**src/rtl/regfile_pkg.sv**
```systemverilog
// Shared definitions for the regfile write path: geometry, requester limit and
// the write-request record used by the arbiter, its bench and the hazard unit.
package regfile_pkg;

    localparam int AW       = 5;
    localparam int DW       = 32;
    localparam int NREQ_MAX = 4;

    typedef struct packed {
        logic [AW-1:0] addr;
        logic [DW-1:0] data;
    } wr_req_t;

    // True when at least two bits are set: clearing the lowest set bit leaves something.
    function automatic logic multi_hot(input logic [NREQ_MAX-1:0] v);
        return (v & (v - NREQ_MAX'(1))) != '0;
    endfunction

endpackage

```
**src/rtl/rr_prio_enc.sv**
```systemverilog
// Rotate-priority encoder: one-hot grant to the lowest requesting index at or
// above ptr, wrapping to the lowest requesting index overall.
module rr_prio_enc #(
    parameter int N  = 2,
    parameter int PW = 1
) (
    input  logic [N-1:0]  req,
    input  logic [PW-1:0] ptr,
    output logic [N-1:0]  gnt,
    output logic          any
);

    logic [N-1:0] w_mask;
    logic [N-1:0] w_hi;
    logic [N-1:0] w_sel;

    genvar gi;
    generate
        for (gi = 0; gi < N; gi++) begin : g_mask
            localparam logic [PW-1:0] IDX = PW'(gi);
            assign w_mask[gi] = (IDX >= ptr);
        end
    endgenerate

    // Requests at or above ptr win; otherwise fall back to the wrapped set.
    assign w_hi  = req & w_mask;
    assign w_sel = (w_hi != '0) ? w_hi : req;
    assign gnt   = w_sel & (~w_sel + N'(1));
    assign any   = (req != '0);

endmodule

```
**src/rtl/regfile_wr_arbiter.sv**
```systemverilog
// Round-robin arbiter sharing the regfile write port among NREQ writeback
// requesters, with a registered write stage, pending-write mask and contention counter.
module regfile_wr_arbiter
    import regfile_pkg::NREQ_MAX;
    import regfile_pkg::multi_hot;
#(
    parameter int NREQ = 2,
    parameter int AW   = regfile_pkg::AW,
    parameter int DW   = regfile_pkg::DW
) (
    input  logic                       clk,
    input  logic                       reset,
    input  logic [NREQ-1:0]            req_valid,
    input  logic [NREQ-1:0][AW-1:0]    req_addr,
    input  logic [NREQ-1:0][DW-1:0]    req_data,
    output logic [NREQ-1:0]            req_ready,
    output logic                       We3,
    output logic [AW-1:0]              Wa3,
    output logic [DW-1:0]              Wd3,
    output logic [(1<<AW)-1:0]         pend,
    output logic [15:0]                conflict_cnt
);

    localparam int PW = (NREQ > 1) ? $clog2(NREQ) : 1;

    logic [PW-1:0]   r_ptr;
    logic            r_we;
    logic [AW-1:0]   r_wa;
    logic [DW-1:0]   r_wd;
    logic [15:0]     r_cnt;

    logic [NREQ-1:0] w_gnt;
    logic            w_any;
    logic            w_multi;
    logic [AW-1:0]   w_sel_addr;
    logic [DW-1:0]   w_sel_data;
    logic [PW-1:0]   w_gnt_idx;
    logic [PW-1:0]   w_ptr_next;

    rr_prio_enc #(
        .N  (NREQ),
        .PW (PW)
    ) u_enc (
        .req (req_valid),
        .ptr (r_ptr),
        .gnt (w_gnt),
        .any (w_any)
    );

    assign req_ready = w_gnt;
    assign w_multi   = multi_hot(NREQ_MAX'(req_valid));

    // Grant is one-hot, so an OR of the masked requests selects the winner.
    always_comb begin
        w_sel_addr = '0;
        w_sel_data = '0;
        w_gnt_idx  = '0;
        for (int i = 0; i < NREQ; i++) begin
            if (w_gnt[i]) begin
                w_sel_addr = w_sel_addr | req_addr[i];
                w_sel_data = w_sel_data | req_data[i];
                w_gnt_idx  = PW'(i);
            end
        end
    end

    assign w_ptr_next = (w_gnt_idx == PW'(NREQ - 1)) ? '0 : w_gnt_idx + PW'(1);

    always_ff @(posedge clk or negedge reset) begin
        if (!reset) begin
            r_ptr <= '0;
            r_we  <= 1'b0;
            r_wa  <= '0;
            r_wd  <= '0;
            r_cnt <= '0;
        end else begin
            if (w_any) begin
                r_ptr <= w_ptr_next;
                // x0 is hardwired: the grant is consumed but no write is issued.
                r_we  <= (w_sel_addr != '0);
                r_wa  <= w_sel_addr;
                r_wd  <= w_sel_data;
            end else begin
                r_we  <= 1'b0;
            end
            if (w_multi && (r_cnt != 16'hFFFF)) begin
                r_cnt <= r_cnt + 16'd1;
            end
        end
    end

    genvar gi;
    generate
        for (gi = 0; gi < (1 << AW); gi++) begin : g_pend
            assign pend[gi] = r_we && (r_wa == AW'(gi));
        end
    endgenerate

    assign We3          = r_we;
    assign Wa3          = r_wa;
    assign Wd3          = r_wd;
    assign conflict_cnt = r_cnt;

endmodule

```
**config.mk**
```make
export PLATFORM = sky130hd
export DESIGN_NAME = regfile_wr_arbiter
export DESIGN_NICKNAME = d
export VERILOG_FILES = /design/src/rtl/regfile_pkg.sv /design/src/rtl/rr_prio_enc.sv /design/src/rtl/regfile_wr_arbiter.sv
export SDC_FILE = /design/constraint.sdc
export NUM_CORES = 1
export LEC_CHECK = 0
export BUFFER_PORTS_ARGS = -buffer_cell sky130_fd_sc_hd__buf_2
export CORE_UTILIZATION = 39
export CTS_CLUSTER_DIAMETER = 40
export DETAILED_ROUTE_END_ITERATION = 12
export GPL_TIMING_DRIVEN = 0
export PLACE_DENSITY = 0.87
export SETUP_SLACK_MARGIN = 0.15
export SLEW_MARGIN = 40
export SYNTH_ARGS = -nofsm -noshare
export SYNTH_HDL_FRONTEND = slang
export SYNTH_HIERARCHICAL = 1
export SYNTH_SLANG_ARGS = --single-unit
```
**constraint.sdc**
```tcl
create_clock -name clk -period 1.6 [get_ports clk]
set_input_delay 0.24 -clock clk [delete_from_list [all_inputs] [get_ports clk]]
set_output_delay 0.24 -clock clk [all_outputs]
set_load 0.005 [all_outputs]
```
==> out/metrics.yaml, run 1 <==
via_count: 3258
htree_levels: 2
synth.distinct_cells: 35
area_growth_pct: 70.0
most-common-layout-cells: "buf_2 (165), dfrtp_1 (49), nor2_1 (49), a22oi_1 (37), a21oi_1 (37)"
syn_avg_cell_area_um2: 9.11
fp.dieW_um: 86.0
clkLatencyLatePin_ns: 0.30
drtIter0Drc: 207
crit_arrival_ns: 1.97
crit_top_cell: "nand3_4"
wl_per_cell_um: 17.3
max_stage_delay_ns: 0.44
final_nets: 594
drive_gt1_share_pct: 57.9
portBuffers: 165
outcome: "finished with violations"
start_util_pct: 40.5
async_flop_share_pct: 100
cp_max_fo: 6
clock-sinks: 55
cp.required_ns: 1.79
clockBufferDepth: 2
reg2regPathDepth: 6
wirelength_um: 10600
layout_commonest_cell: "buf_2"
final.min_clock_period_ns: 1.78
relSlewSlack_pct: 51.9
synth_edf_count: 0
critPathSlowestCell: "or4_4"
dr.pass1.iters: 5
dieHeight_um: 86.0
whs_ns: -0.0157
synthesis.nets: 381
total_power_w: 0.00409
fmax_ghz: 0.562
gp_congestion: 0.839
min_period_over_period_pct: 111
grt_pass1_vias: 3120
ff2ff_setup_slack_ns: -0.18
place_ws_ns: -0.308
worstSetupStartpointType: "flop"
hold_viol_final: 17
finalWorstSetupSlack_ns: -0.179
hold_path.class: "in2async"
power.density_mw_per_mm2: 874
peakVddDrop_mv: 0.544
cp_cell_sequence: "ha_2 > nand3_4 > or4_4 > buf_8 > nand3_4 > mux2_4"
drv_slew: 0
grt_max_degree: 56
row_count: 30
finalSetupViolations: 41
maxCapViolCount: 0
placed_area_mm2: 0.00372
gr-usage-all-layers_pct: 25.9
yosysWarningCount: 6
p_leak_nw: 2.33
yosysSeqAreaShare_pct: 50.0
syn_inst: 302
synth_flop_cell: "dfrtp_1"
route.detailed.vias_per_inst: 5.32
final_util_pct: 68.8
cts_buffers: 5
cp-end-kind: "flop"
cp-startpoint: "conflict_cnt[0]"
violations: "negative hold slack, negative setup slack"
core-area_mm2: 0.00679
r2r_start: "conflict_cnt[0]"
diodes: 0
dieArea_mm2: 0.00739
worstMarginPinSlew_ns: 0.721
cts_tree: "built"
regToRegEndpoint: "conflict_cnt[1]"
crit_cells: 6
syn-cell-area_mm2: 0.00275
antenna_found_initial: 0
path_class: "reg2reg"
timing.setup.tns_ns: -2.66
rsz0062_at_grt: "true"
hold_buffers: 0
drc: 0
ioPinCount: 166
grt_overflow: 0
grt_first_pass_wirelength_um: 15000
cts_root_buffer: "clkbuf_8"
dp_hpwl_um: 6340
ys_ff_latch: 55
crit_buf_inv: 1
critPathTopFamily: "simple AND/OR/NAND/NOR gates"
clkTransAtPathRegs_ns: 0.10
stdcell_area_mm2: 0.00467
antenna_left: 0
skew_ns: 0.00889
==> power breakdown <==
group          total [W]  switching (W)  internal (W)  leakage (nW)
registers        0.00176       0.000174       0.00158         0.666
logic            0.00149       0.000750      0.000740          1.61
clock network   0.000839       0.000443      0.000397        0.0515
==> per-layer routing <==
layer  part of all wire [%]  vias to the layer above  global-route usage (%)
li1                       -                     1490                       -
met1                     39                     1562                    29.5
met2                     52                      182                    48.1
met3                    6.4                       24                    5.00
met4                    2.3                        0                    8.79
met5                      0                        -                       0
==> repair_timing <==
action | CTS | global route
gates resized for setup | 84 | 55
endpoints found under the hold margin | 0 | 0
pin swaps | 31 | 22
cloned | 0 | 1
buffers inserted | 30 | 10
setup endpoints to repair | 87 | 80
==> cells by family after synthesis <==
family | after synthesis | share of synthesized area [%]
and+or+nand+nor | 125 | 21.9
AOI/OAI and AO/OA | 80 | 18.3
DFF | 55 | 50.0
buffers and inverters | 24 | 3.59
xor gates and xnor gates | 14 | 4.46
muxes | 3 | 1.18
adders and majority gates | 1 | 0.455
==> Yosys cell counts (4+ instances only) <==
master | number | area share (%)
a21oi_1 | 37 | 6.7
a22oi_1 | 37 | 10
buf_1 | 4 | 0.55
clkbuf_1 | 15 | 2.0
dfrtp_1 | 55 | 50
nand2_1 | 11 | 1.5
nand3_1 | 8 | 1.5
nand4_1 | 9 | 2.0
nor2_1 | 73 | 10
xnor2_1 | 11 | 3.5
==> area by class of cell <==
cell class / instances / area (µm²)
Tap cell: 96 / 120
Inverter: 3 / 11.3
Fill cell: 522 / 2120
Buffer: 21 / 199
Clock buffer: 8 / 100
Sequential cell: 55 / 1380
Multi-Input combinational cell: 223 / 1670
Timing Repair Buffer: 206 / 1190
==> worst register-to-register path: cells and delay by family, from the launching register on <==
family        cells  cell delay [ns]
fa+ha+maj         1             0.22
buf+inv           1             0.16
flops             1             0.37
mux               1             0.30
simple gates      3             0.63
==> worst max-delay path by stage <==
stage | to | slack, ns
6_report | conflict_cnt[1] | -0.18
4_1_cts | conflict_cnt[15] | -0.13
5_1_grt | conflict_cnt[13] | -0.24
2_1_floorplan | conflict_cnt[1] | -0.21
3_3_place_gp | conflict_cnt[1] | -0.25
3_5_place_dp | Wd3[15] | -0.31
==> registers in the layout, summed over array words and instances, names as in the netlist <==
name          flops
Wa3               5
Wd3              32
We3               1
conflict_cnt     16
r_ptr             1
==> per-stage QoR <==
stage | hold WS (ns) | cells
6_report | -0.0157 | 612
5_1_grt | 0.0166 | 612
4_1_cts | 0.00630 | 601
3_5_place_dp | 0.340 | 563
3_3_place_gp | 0.485 | 563
2_1_floorplan | -0.0556 | 302
Power figures use the tool's default switching activity.
==> inputs of run 2 (changes only) <==
- CORE_UTILIZATION: 39 -> 35
- PLACE_DENSITY: 0.87 -> 0.81
==> out/metrics.yaml, run 2 (synthesis gave the netlist of run 1 again) <==
grt_pass1_vias: 3107  # -0.42%
grt_first_pass_wirelength_um: 15500  # +3.3%
diodes: 0  # unchanged
area_growth_pct: 70.4
stdcell_area_mm2: 0.00469  # +0.27%
fillers: 603  # +16%
cts_buffers: 5  # unchanged
skew_ns: 0.00487  # -0.00401 ns
fp.dieW_um: 90.6  # +5.4%
finalSetupViolations: 39  # -4.9%
power.density_mw_per_mm2: 884  # +1.1%
worstSetupStartpointType: "flop"
clockBufferDepth: 2  # unchanged
grt_max_degree: 56  # unchanged
clkTransAtPathRegs_ns: 0.10  # about the same
start_util_pct: 37.1  # -3.4 points
hold_path.class: "in2reg"
portBuffers: 165  # unchanged
relSlewSlack_pct: 53.1  # +1.2 points
drive_gt1_share_pct: 57.9  # unchanged
via_count: 3289  # +0.95%
drc: 0  # unchanged
gp_congestion: 0.807  # -3.8%
gr-usage-all-layers_pct: 23.7  # -2.2 points
antenna_left: 0  # unchanged
dr.pass1.iters: 5  # unchanged
peakVddDrop_mv: 0.390  # -28%
ioPinCount: 166  # unchanged
layout_commonest_cell: "buf_2"
violations: "negative setup slack"
most-common-layout-cells: "buf_2 (161), nor2_1 (50), dfrtp_1 (45), a22oi_1 (37), a21oi_1 (37)"
dp_hpwl_um: 6220  # -1.9%
rsz0062_at_grt: "true"
final_nets: 594  # unchanged
max_stage_delay_ns: 0.56  # +0.12 ns
largest_reg_flops: 32  # unchanged
antenna_found_initial: 0  # unchanged
critPathSlowestCell: "or4_4"
final.min_clock_period_ns: 1.77  # -0.00367 ns
cp_cell_sequence: "nand4_1 > or4_4 > buf_6 > nand3_4 > mux2_4"
outcome: "finished with violations"
drv_slew: 0  # unchanged
route.detailed.vias_per_inst: 5.35  # +0.46%
crit_arrival_ns: 1.98  # about the same
clkLatencyLatePin_ns: 0.31  # about the same
p_leak_nw: 2.30  # -1.3%
cts_root_buffer: "clkbuf_8"
grt_overflow: 0  # unchanged
wirelength_um: 10700  # +0.75%
clock-sinks: 55  # unchanged
placed_area_mm2: 0.00373  # +0.10%
cp_max_fo: 4  # -2
fmax_ghz: 0.563  # +0.21%
min_period_over_period_pct: 111  # -0.23 points
dieHeight_um: 90.6  # +5.4%
htree_levels: 2  # unchanged
path_class: "reg2reg"
wl_per_cell_um: 17.4  # +0.25%
timing.setup.tns_ns: -2.45  # +0.207 ns
hold_viol_final: 0  # -17
worstMarginPinSlew_ns: 0.704  # -0.0173 ns
core-area_mm2: 0.00741  # +9.0%
dieArea_mm2: 0.00822  # +11%
cp-end-kind: "flop"
cts_tree: "built"
finalWorstSetupSlack_ns: -0.175  # +0.00367 ns
row_count: 31  # +3.3%
cp.required_ns: 1.81  # +0.02 ns
drtIter0Drc: 169  # -18%
maxCapViolCount: 0  # unchanged
==> run 2: critical path, delay by kind of cell (launching register included) <==
kind          cells  cell delay (ns)
simple gates      3             0.84
flops             1             0.39
mux               1             0.30
buf+inv           1             0.15
==> run 2: metrics by stage <==
step	utilization, %	cells	hold WS, ns	worst slack, ns	total power [W]
detailed placement	50.3	566	0.338	-0.303	0.00272
finish	63.3	615	0.221	-0.175	0.00414
global route	63.3	615	0.230	-0.267	0.00435
global placement	50.3	566	0.487	-0.249	0.00268
CTS	59.4	602	0.212	-0.117	0.00401
floorplan	-	302	-0.0556	-0.212	0.00224
==> run 2: power breakdown <==
group / total [W] / leakage (nW) / switching [W] / internal [W]
logic: 0.00143 / 1.58 / 0.000732 / 0.000703
registers: 0.00177 / 0.661 / 0.000179 / 0.00159
clock network: 0.000941 / 0.0581 / 0.000474 / 0.000467
==> run 2: path summary, 6_finish.rpt <==
kind,slack (ns),to,cells past startpoint,startpoint
setup / recovery,-0.17,conflict_cnt[1],5,conflict_cnt[11]
hold / removal,0.22,Wd3[19],3,req_data[51]
setup reg to reg,-0.17,conflict_cnt[1],5,conflict_cnt[11]
hold reg to reg,0.51,conflict_cnt[15],1,conflict_cnt[15]
max in group asynchronous,0.58,Wa3[4],2,reset
min in group asynchronous,0.51,Wd3[11],2,reset
==> run 2: layout make-up <==
type | instances | area, µm² | area share [%]
Multi-Input combinational cell | 223 | 1660 | 35.5
Sequential cell | 55 | 1390 | 29.6
Timing Repair Buffer | 206 | 1210 | 25.8
Buffer | 21 | 180 | 3.84
Tap cell | 99 | 124 | 2.64
Clock buffer | 5 | 68.8 | 1.47
Clock inverter | 3 | 43.8 | 0.934
Inverter | 3 | 11.3 | 0.240
==> run 2: what timing repair did <==
action	in CTS	in global routing
hold endpoints to repair	46	0
endpoints found under the setup margin	88	87
pin swaps	29	23
setup buffers	27	13
hold buffers	1	0
gates resized for setup	87	50
==> run 2: per-layer routing <==
metal	vias to the layer above	routed length, µm	global-route usage [%]	part of all wire (%)
li1	1499	-	-	-
met1	1575	4190	27.5	39
met2	187	5460	43.2	51
met3	28	731	4.12	6.8
met4	0	301	9.14	2.8
met5	-	0	0	0
